===== src/rtl/pipe_ctrl_if.sv =====
// pipe_ctrl_if: hazard inputs and pipeline-register controls exchanged
// between the MIPS32 datapath (master) and the sequencing controller (slave).
interface pipe_ctrl_if;
    // Hazard / status information from the datapath
    logic [4:0] id_rs;
    logic [4:0] id_rt;
    logic       id_uses_rs;
    logic       id_uses_rt;
    logic       id_mdu_start;
    logic [4:0] ex_rd;
    logic       ex_mem_read;
    logic       ex_branch_taken;
    logic       mem_stall_req;
    // Pipeline register controls from the controller
    logic       pc_en;
    logic       ifid_en;
    logic       idex_en;
    logic       exmem_en;
    logic       memwb_en;
    logic       ifid_flush;
    logic       idex_flush;
    logic       exmem_flush;
    logic       mdu_busy;

    modport master (
        output id_rs, id_rt, id_uses_rs, id_uses_rt, id_mdu_start,
               ex_rd, ex_mem_read, ex_branch_taken, mem_stall_req,
        input  pc_en, ifid_en, idex_en, exmem_en, memwb_en,
               ifid_flush, idex_flush, exmem_flush, mdu_busy
    );

    modport slave (
        input  id_rs, id_rt, id_uses_rs, id_uses_rt, id_mdu_start,
               ex_rd, ex_mem_read, ex_branch_taken, mem_stall_req,
        output pc_en, ifid_en, idex_en, exmem_en, memwb_en,
               ifid_flush, idex_flush, exmem_flush, mdu_busy
    );
endinterface


===== src/rtl/pipe_ctrl.sv =====
// pipe_ctrl: pipeline sequencing controller for the MIPS32 core.
// Resolves load-use stalls, taken-branch flushes, multi-cycle MDU occupancy
// and data-memory wait states by driving the pipeline register enables/flushes.
// Optional macro PIPE_CTRL_PERF_EN adds saturating stall/flush counters.
module pipe_ctrl #(
    parameter int MDU_LAT = 4,   // total EX cycles of a mult/div, 2..15
    parameter int CNT_W   = 16   // perf counter width
) (
    input  logic             clk,
    input  logic             rst_n,
    pipe_ctrl_if.slave       bus
`ifdef PIPE_CTRL_PERF_EN
    ,
    output logic [CNT_W-1:0] stall_cnt,
    output logic [CNT_W-1:0] flush_cnt
`endif
);

    typedef enum logic {
        RUN      = 1'b0,
        MDU_WAIT = 1'b1
    } state_t;

    // Counter is loaded with MDU_LAT-1 so the wait state lasts MDU_LAT-1 cycles
    localparam logic [3:0] C_CNT_LOAD = 4'(MDU_LAT - 1);

    state_t     r_state;
    logic [3:0] r_cnt;

    logic w_load_use;
    logic w_mdu_go;
    logic w_pc_en, w_ifid_en, w_idex_en, w_exmem_en, w_memwb_en;
    logic w_ifid_flush, w_idex_flush, w_exmem_flush, w_mdu_busy;

    // Load-use hazard detect; $0 is hard-wired zero so never a hazard
    always_comb begin
        w_load_use = bus.ex_mem_read && (bus.ex_rd != 5'd0) &&
                     ((bus.id_uses_rs && (bus.id_rs == bus.ex_rd)) ||
                      (bus.id_uses_rt && (bus.id_rt == bus.ex_rd)));
    end

    // An MDU op only starts when the ID instruction actually advances normally
    always_comb begin
        w_mdu_go = (r_state == RUN) && !bus.mem_stall_req &&
                   !bus.ex_branch_taken && !w_load_use && bus.id_mdu_start;
    end

    // Prioritised control decode; reset gating makes outputs drop without a clock
    always_comb begin
        w_pc_en       = 1'b0;
        w_ifid_en     = 1'b0;
        w_idex_en     = 1'b0;
        w_exmem_en    = 1'b0;
        w_memwb_en    = 1'b0;
        w_ifid_flush  = 1'b0;
        w_idex_flush  = 1'b0;
        w_exmem_flush = 1'b0;
        w_mdu_busy    = 1'b0;
        if (!rst_n) begin
            // everything held at zero
        end else if (bus.mem_stall_req) begin
            // full freeze; busy flag still reflects the FSM state
            w_mdu_busy = (r_state == MDU_WAIT);
        end else if (r_state == MDU_WAIT) begin
            // front end held, bubble into EX/MEM, older work drains
            w_memwb_en    = 1'b1;
            w_exmem_flush = 1'b1;
            w_mdu_busy    = 1'b1;
        end else if (bus.ex_branch_taken) begin
            w_pc_en      = 1'b1;
            w_ifid_en    = 1'b1;
            w_idex_en    = 1'b1;
            w_exmem_en   = 1'b1;
            w_memwb_en   = 1'b1;
            w_ifid_flush = 1'b1;
            w_idex_flush = 1'b1;
        end else if (w_load_use) begin
            // hold IF/ID and PC, bubble into ID/EX so the load reaches MEM
            w_idex_en    = 1'b1;
            w_exmem_en   = 1'b1;
            w_memwb_en   = 1'b1;
            w_idex_flush = 1'b1;
        end else begin
            w_pc_en    = 1'b1;
            w_ifid_en  = 1'b1;
            w_idex_en  = 1'b1;
            w_exmem_en = 1'b1;
            w_memwb_en = 1'b1;
        end
    end

    assign bus.pc_en       = w_pc_en;
    assign bus.ifid_en     = w_ifid_en;
    assign bus.idex_en     = w_idex_en;
    assign bus.exmem_en    = w_exmem_en;
    assign bus.memwb_en    = w_memwb_en;
    assign bus.ifid_flush  = w_ifid_flush;
    assign bus.idex_flush  = w_idex_flush;
    assign bus.exmem_flush = w_exmem_flush;
    assign bus.mdu_busy    = w_mdu_busy;

    // MDU occupancy FSM; counts down regardless of memory wait states
    always_ff @(posedge clk or negedge rst_n) begin
        if (!rst_n) begin
            r_state <= RUN;
            r_cnt   <= 4'd0;
        end else begin
            case (r_state)
                RUN: begin
                    if (w_mdu_go) begin
                        r_state <= MDU_WAIT;
                        r_cnt   <= C_CNT_LOAD;
                    end
                end
                MDU_WAIT: begin
                    r_cnt <= r_cnt - 4'd1;
                    if (r_cnt == 4'd1) begin
                        r_state <= RUN;
                    end
                end
                default: begin
                    r_state <= RUN;
                    r_cnt   <= 4'd0;
                end
            endcase
        end
    end

`ifdef PIPE_CTRL_PERF_EN
    // Saturating count of cycles the PC was held
    always_ff @(posedge clk or negedge rst_n) begin
        if (!rst_n) begin
            stall_cnt <= '0;
        end else if (!w_pc_en && (stall_cnt != {CNT_W{1'b1}})) begin
            stall_cnt <= stall_cnt + 1'b1;
        end
    end

    // Saturating count of front-end flushes (taken branches)
    always_ff @(posedge clk or negedge rst_n) begin
        if (!rst_n) begin
            flush_cnt <= '0;
        end else if (w_ifid_flush && (flush_cnt != {CNT_W{1'b1}})) begin
            flush_cnt <= flush_cnt + 1'b1;
        end
    end
`endif

endmodule


===== src/flat_wrapper.sv =====
// flat-port wrapper written by rule: the top's interface ports become plain ports
module pipe_ctrl_flat 
#(
    parameter int MDU_LAT = 4,                                          
    parameter int CNT_W   = 16                        
)
  (clk, rst_n, bus_id_rs, bus_id_rt, bus_id_uses_rs, bus_id_uses_rt, bus_id_mdu_start, bus_ex_rd, bus_ex_mem_read, bus_ex_branch_taken, bus_mem_stall_req, bus_pc_en, bus_ifid_en, bus_idex_en, bus_exmem_en, bus_memwb_en, bus_ifid_flush, bus_idex_flush, bus_exmem_flush, bus_mdu_busy);
  pipe_ctrl_if bus_i ();
  input  logic clk;
  input  logic rst_n;
  input wire logic [$bits(bus_i.id_rs)-1:0] bus_id_rs;
  input wire logic [$bits(bus_i.id_rt)-1:0] bus_id_rt;
  input wire logic [$bits(bus_i.id_uses_rs)-1:0] bus_id_uses_rs;
  input wire logic [$bits(bus_i.id_uses_rt)-1:0] bus_id_uses_rt;
  input wire logic [$bits(bus_i.id_mdu_start)-1:0] bus_id_mdu_start;
  input wire logic [$bits(bus_i.ex_rd)-1:0] bus_ex_rd;
  input wire logic [$bits(bus_i.ex_mem_read)-1:0] bus_ex_mem_read;
  input wire logic [$bits(bus_i.ex_branch_taken)-1:0] bus_ex_branch_taken;
  input wire logic [$bits(bus_i.mem_stall_req)-1:0] bus_mem_stall_req;
  output wire logic [$bits(bus_i.pc_en)-1:0] bus_pc_en;
  output wire logic [$bits(bus_i.ifid_en)-1:0] bus_ifid_en;
  output wire logic [$bits(bus_i.idex_en)-1:0] bus_idex_en;
  output wire logic [$bits(bus_i.exmem_en)-1:0] bus_exmem_en;
  output wire logic [$bits(bus_i.memwb_en)-1:0] bus_memwb_en;
  output wire logic [$bits(bus_i.ifid_flush)-1:0] bus_ifid_flush;
  output wire logic [$bits(bus_i.idex_flush)-1:0] bus_idex_flush;
  output wire logic [$bits(bus_i.exmem_flush)-1:0] bus_exmem_flush;
  output wire logic [$bits(bus_i.mdu_busy)-1:0] bus_mdu_busy;
  assign bus_i.id_rs = bus_id_rs;
  assign bus_i.id_rt = bus_id_rt;
  assign bus_i.id_uses_rs = bus_id_uses_rs;
  assign bus_i.id_uses_rt = bus_id_uses_rt;
  assign bus_i.id_mdu_start = bus_id_mdu_start;
  assign bus_i.ex_rd = bus_ex_rd;
  assign bus_i.ex_mem_read = bus_ex_mem_read;
  assign bus_i.ex_branch_taken = bus_ex_branch_taken;
  assign bus_i.mem_stall_req = bus_mem_stall_req;
  assign bus_pc_en = bus_i.pc_en;
  assign bus_ifid_en = bus_i.ifid_en;
  assign bus_idex_en = bus_i.idex_en;
  assign bus_exmem_en = bus_i.exmem_en;
  assign bus_memwb_en = bus_i.memwb_en;
  assign bus_ifid_flush = bus_i.ifid_flush;
  assign bus_idex_flush = bus_i.idex_flush;
  assign bus_exmem_flush = bus_i.exmem_flush;
  assign bus_mdu_busy = bus_i.mdu_busy;
  pipe_ctrl #(.MDU_LAT(MDU_LAT), .CNT_W(CNT_W)) u_core (.clk(clk), .rst_n(rst_n), .bus(bus_i));
endmodule

===== config.mk =====
export PLATFORM = sky130hd
export DESIGN_NAME = pipe_ctrl_flat
export DESIGN_NICKNAME = d
export VERILOG_FILES = /design/src/rtl/pipe_ctrl_if.sv /design/src/rtl/pipe_ctrl.sv /design/src/flat_wrapper.sv
export SDC_FILE = /design/constraint.sdc
export NUM_CORES = 1
export LEC_CHECK = 0
export ABC_CLOCK_PERIOD_IN_PS = 2200
export BUFFER_PORTS_ARGS = -buffer_cell sky130_fd_sc_hd__buf_2
export CORE_AREA = 5 5 43 45
export DETAILED_ROUTE_END_ITERATION = 10
export DIE_AREA = 0 0 48 50
export PLACE_DENSITY_LB_ADDON = 0.1
export SYNTH_ARGS = -nofsm -noshare
export SYNTH_HDL_FRONTEND = slang
export SYNTH_SLANG_ARGS = --single-unit

===== constraint.sdc =====
create_clock -name clk -period 2.2 [get_ports clk]
set_clock_uncertainty 0.2 [all_clocks]
set_input_delay 0.44 -clock clk [delete_from_list [all_inputs] [get_ports clk]]
set_output_delay 0.44 -clock clk [all_outputs]
set_load 0.03 [all_outputs]

==> summary.md <==
The count of input and output buffers was 31. The post-DP HPWL is 1106 um. The post-layout net count is 131. Global routing consumed, over all layers together, 12.09% of the routing resources. In this run the vertical extent of the chip is 50 um. The worst-case clock buffer depth was 2; the worst ir drop on vdd was 0.0004547 V.

Across all layers, the routed design uses 606 vias. Max-cap violations in this run came to 0. The synthesized design contains 5 register bits. Clock transition time at the flip-flop clock pins of the worst setup and hold paths: 50 ps. Summing every instance area after synthesis gives 544.3 sq um. Prior to clock tree synthesis, the placed netlist has a worst setup slack of -116.5 ps. Setup repair after global routing could not meet its margin everywhere. The run finished, with violations left.

For the latest clock arrival within the worst-skew pair, the log shows 250 ps. At the end of the flow the core is filled with cells to 63.68%. At the end of routability-driven placement, the weighted congestion stood at 0.7390. For the count of fill cells added during filler insertion, the log shows 137.

For the number of levels the H-tree was split into, the log shows 1. Number of global-route vias before repair: 543. The number of hold violations in the final report was 0; the average detailed-routed wire length per instance was 11.96 um.

The share of the Yosys chip area taken by registers is 22.99%. Along the worst hold path, the cell count comes to 2. The share of total power dissipated in combinational logic is 56.5%.

TritonCTS built the clock tree. For the number of clock sinks, the log shows 5. The critical-path cell with the highest stage delay is sky130_fd_sc_hd__nor4_2. After the first detailed-routing iteration, the DRC count stood at 6. The core region is 1436 sq um.

Total power of the final layout: 687.9 uW. A synthesized cell averages 8.922 sq um. The cell depth of the worst flop-to-flop path was 5; the number of rows in the core area was 14.

Synthesis produced a netlist with a net count of 86. The worst reg2reg path startpoint was u_core.r_state. After layout, the minimum clock period comes to 2278 ps.

Of the total power, registers draw 27.3%. The final reports fail on setup timing. For the warning count from the yosys run, the log shows 0. Synthesis produced 61 cells. For the post-detailed-route count of antenna-violating nets, the log shows 0. The logs give 914.6 sq um for the cell area after layout and 2400 sq um for the area enclosed by the die boundary. Commonest register cell after synthesis: sky130_fd_sc_hd__dfrtp_1.

The initial antenna violation count was 0. 0 antenna diodes ended up in the layout. The number of buffers added by the clock tree synthesis step is 3, and the first-pass detailed-route iteration total is 4.

Once placement completed, the tool counted placed cells totaling 114. At the worst endpoint, the required time is 1560 ps. The first-pass GRT wire length came out at 2097 um. The fraction of power consumed by the clock network was 16.2%; the final setup violation count was 3. After detailed placement, the total cell area comes to 780.7 sq um.

For flop-to-flop paths, the worst setup slack is 630 ps. Critical path capture point type: an output pin. The actual slew at the worst max-slew pin is 320.8 ps, and the starting density of the core is 37.89%. The mean number of vias per cell is 5.008.

The run gives 17 as the maximum number of pins on one net before global-route repair. The total overflow left after global routing is 0. The tools report the arrival time of the worst setup path as 1640 ps. For this design the top-level I/O count stands at 32. The most critical setup path has its startpoint at bus_id_rs[3]. The top fanout value on the critical path works out to 2.

Counting flops with an async set or reset pin after synthesis yields a share of 100.0%. The run gives 0 as the number of remaining DRC errors. The worst hold path begins at u_core.r_cnt[2]. The setup TNS was -169.7 ps.

In this design, the stage delay of the slowest critical-path cell is 300 ps. Share of the clock period used by the worst path: 103.6%. For the number of distinct library cells after synthesis, the log shows 31.

The tools report the category of the worst setup path launch point as a primary input. After detailed routing, the total wire length is 1447 um. The final count of pins violating max slew was 0.

The non-filler instance count after layout was 121. The worst flop-to-flop path endpoint is u_core.r_cnt[3]. CTS root buffer: sky130_fd_sc_hd__clkbuf_4. Measured along the x axis, the die boundary spans 48 um.

The critical path is of the in2out type. The total power per unit cell area is 752.1 nW/um^2. For this design the total switching power over the nets is 293.8 uW. The worst min-delay path endpoint is u_core.r_cnt[2]. The worst hold path belongs to the class reg2reg. The analysis attributes to cell leakage a power of 0.4432 nW.

Counting flops with a built-in enable in the synthesized netlist gives 0. Final hold analysis gives a worst-case slack of 429.1 ps. In this run switching power makes up 42.70% of total power. The worst max-slew margin expressed relative to the limit was 78.31%. Static timing analysis puts the maximum clock frequency at 438.9 MHz.

Walking the worst path, the cells encountered are buf_6 > xor2_2 > nor4_2 > a32oi_1 > o31a_1 > buf_2. Cells with a size suffix above 1 make up 54.29% of the layout. Area growth from synthesis to layout: 68.05%. The final worst setup slack was -78.30 ps; the cell-internal power was 394.2 uW.
[logic make-up (layout without fill, tap and decap cells)]
kind of cell	after synthesis	in the layout	synth area share (%)
AO/OA/AOI/OAI	16	16	22.53
XOR/XNOR	12	12	19.31
adder cells (fa/ha/maj)	2	2	4.597
buffers and inverters	5	49	5.517
flip-flops	5	5	22.99
AND/OR/NAND/NOR	21	21	25.06
[area by class of cell]
cell class	instances	area, sq um	share of cell area [%]
multi-input combinational	51	434.2	47.47
timing repair buffer	43	301.5	32.97
sequential	5	125.1	13.68
clock buffer	4	26.28	2.873
tap	16	20.02	2.189
inverter	2	7.507	0.8208
[layout by cell type, fill, tap and decap left out, drive strengths merged, types with 2 or more instances in the layout]
cell | netlist | final
inv | 2 | 2
nor3 | 3 | 3
nor4 | 2 | 2
xor2 | 9 | 9
a21oi | 5 | 5
nor2b | 3 | 3
and2 | 4 | 4
xnor2 | 3 | 3
clkbuf | 0 | 4
ha | 2 | 2
buf | 3 | 42
dfrtp | 5 | 5
nor3b | 2 | 2
o21ai | 3 | 3
nor2 | 2 | 2
[layer usage]
metal / vias up / share of wire [%] / GRT usage (%)
met3: 2 / 8.1 / 5.091
met1: 278 / 36 / 14.13
met4: 0 / 0.90 / 4.484
li1: 305 / - / -
met2: 21 / 54 / 18.94
met5: - / 0 / 0
[state kept, by name, summed over array words and instances, names as in the netlist]
name,flops
u_core.r_cnt,4
u_core.r_state,1
[power groups by stage]
stage / sequential, mW / combinational [mW] / clock (mW)
2_1_floorplan: 0.188 / 0.277 / 0
3_5_place_dp: 0.190 / 0.367 / 0
3_3_place_gp: 0.187 / 0.364 / 0
4_1_cts: 0.188 / 0.376 / 0.114
6_report: 0.188 / 0.389 / 0.111
5_1_grt: 0.196 / 0.441 / 0.121
[Yosys cell counts (2+ instances only)]
cell                      n  share of area [%]
sky130_fd_sc_hd__dfrtp_1  5                 23
sky130_fd_sc_hd__nor3_1   3                2.8
sky130_fd_sc_hd__nor2_1   2                1.4
sky130_fd_sc_hd__xor2_1   9                 14
sky130_fd_sc_hd__ha_1     2                4.6
sky130_fd_sc_hd__and2_1   3                3.4
sky130_fd_sc_hd__a21oi_1  4                3.7
sky130_fd_sc_hd__o21ai_0  2                1.8
sky130_fd_sc_hd__xnor2_1  3                4.8
sky130_fd_sc_hd__inv_1    2                1.4
sky130_fd_sc_hd__nor2b_1  3                3.4
sky130_fd_sc_hd__buf_4    3                4.1
sky130_fd_sc_hd__nor3b_1  2                2.8
[worst max path at each step]
stage,endpoint,slack (ps),cells after the start
floorplan,bus_pc_en,-150,4
global placement,bus_idex_flush,-120,5
detailed placement,bus_idex_flush,-120,5
CTS,bus_pc_en,-90,6
global route,bus_pc_en,-160,6
finish,bus_pc_en,-80,6
[critical path: cells and delay by family]
family	cells	cell delay (ps)
AOI/OAI and AO/OA	2	440
xor gates and xnor gates	1	160
buffers and inverters	2	280
and+or+nand+nor	1	300
[what timing repair did]
item | in CTS | in global routing
setup endpoints to repair | 3 | 3
resized for setup | 4 | 15
pin swaps | 3 | 3
buffers inserted | 1 | 1
hold buffers | 1 | 0
hold endpoints to repair | 5 | 0
Power figures use the tool's default switching activity.
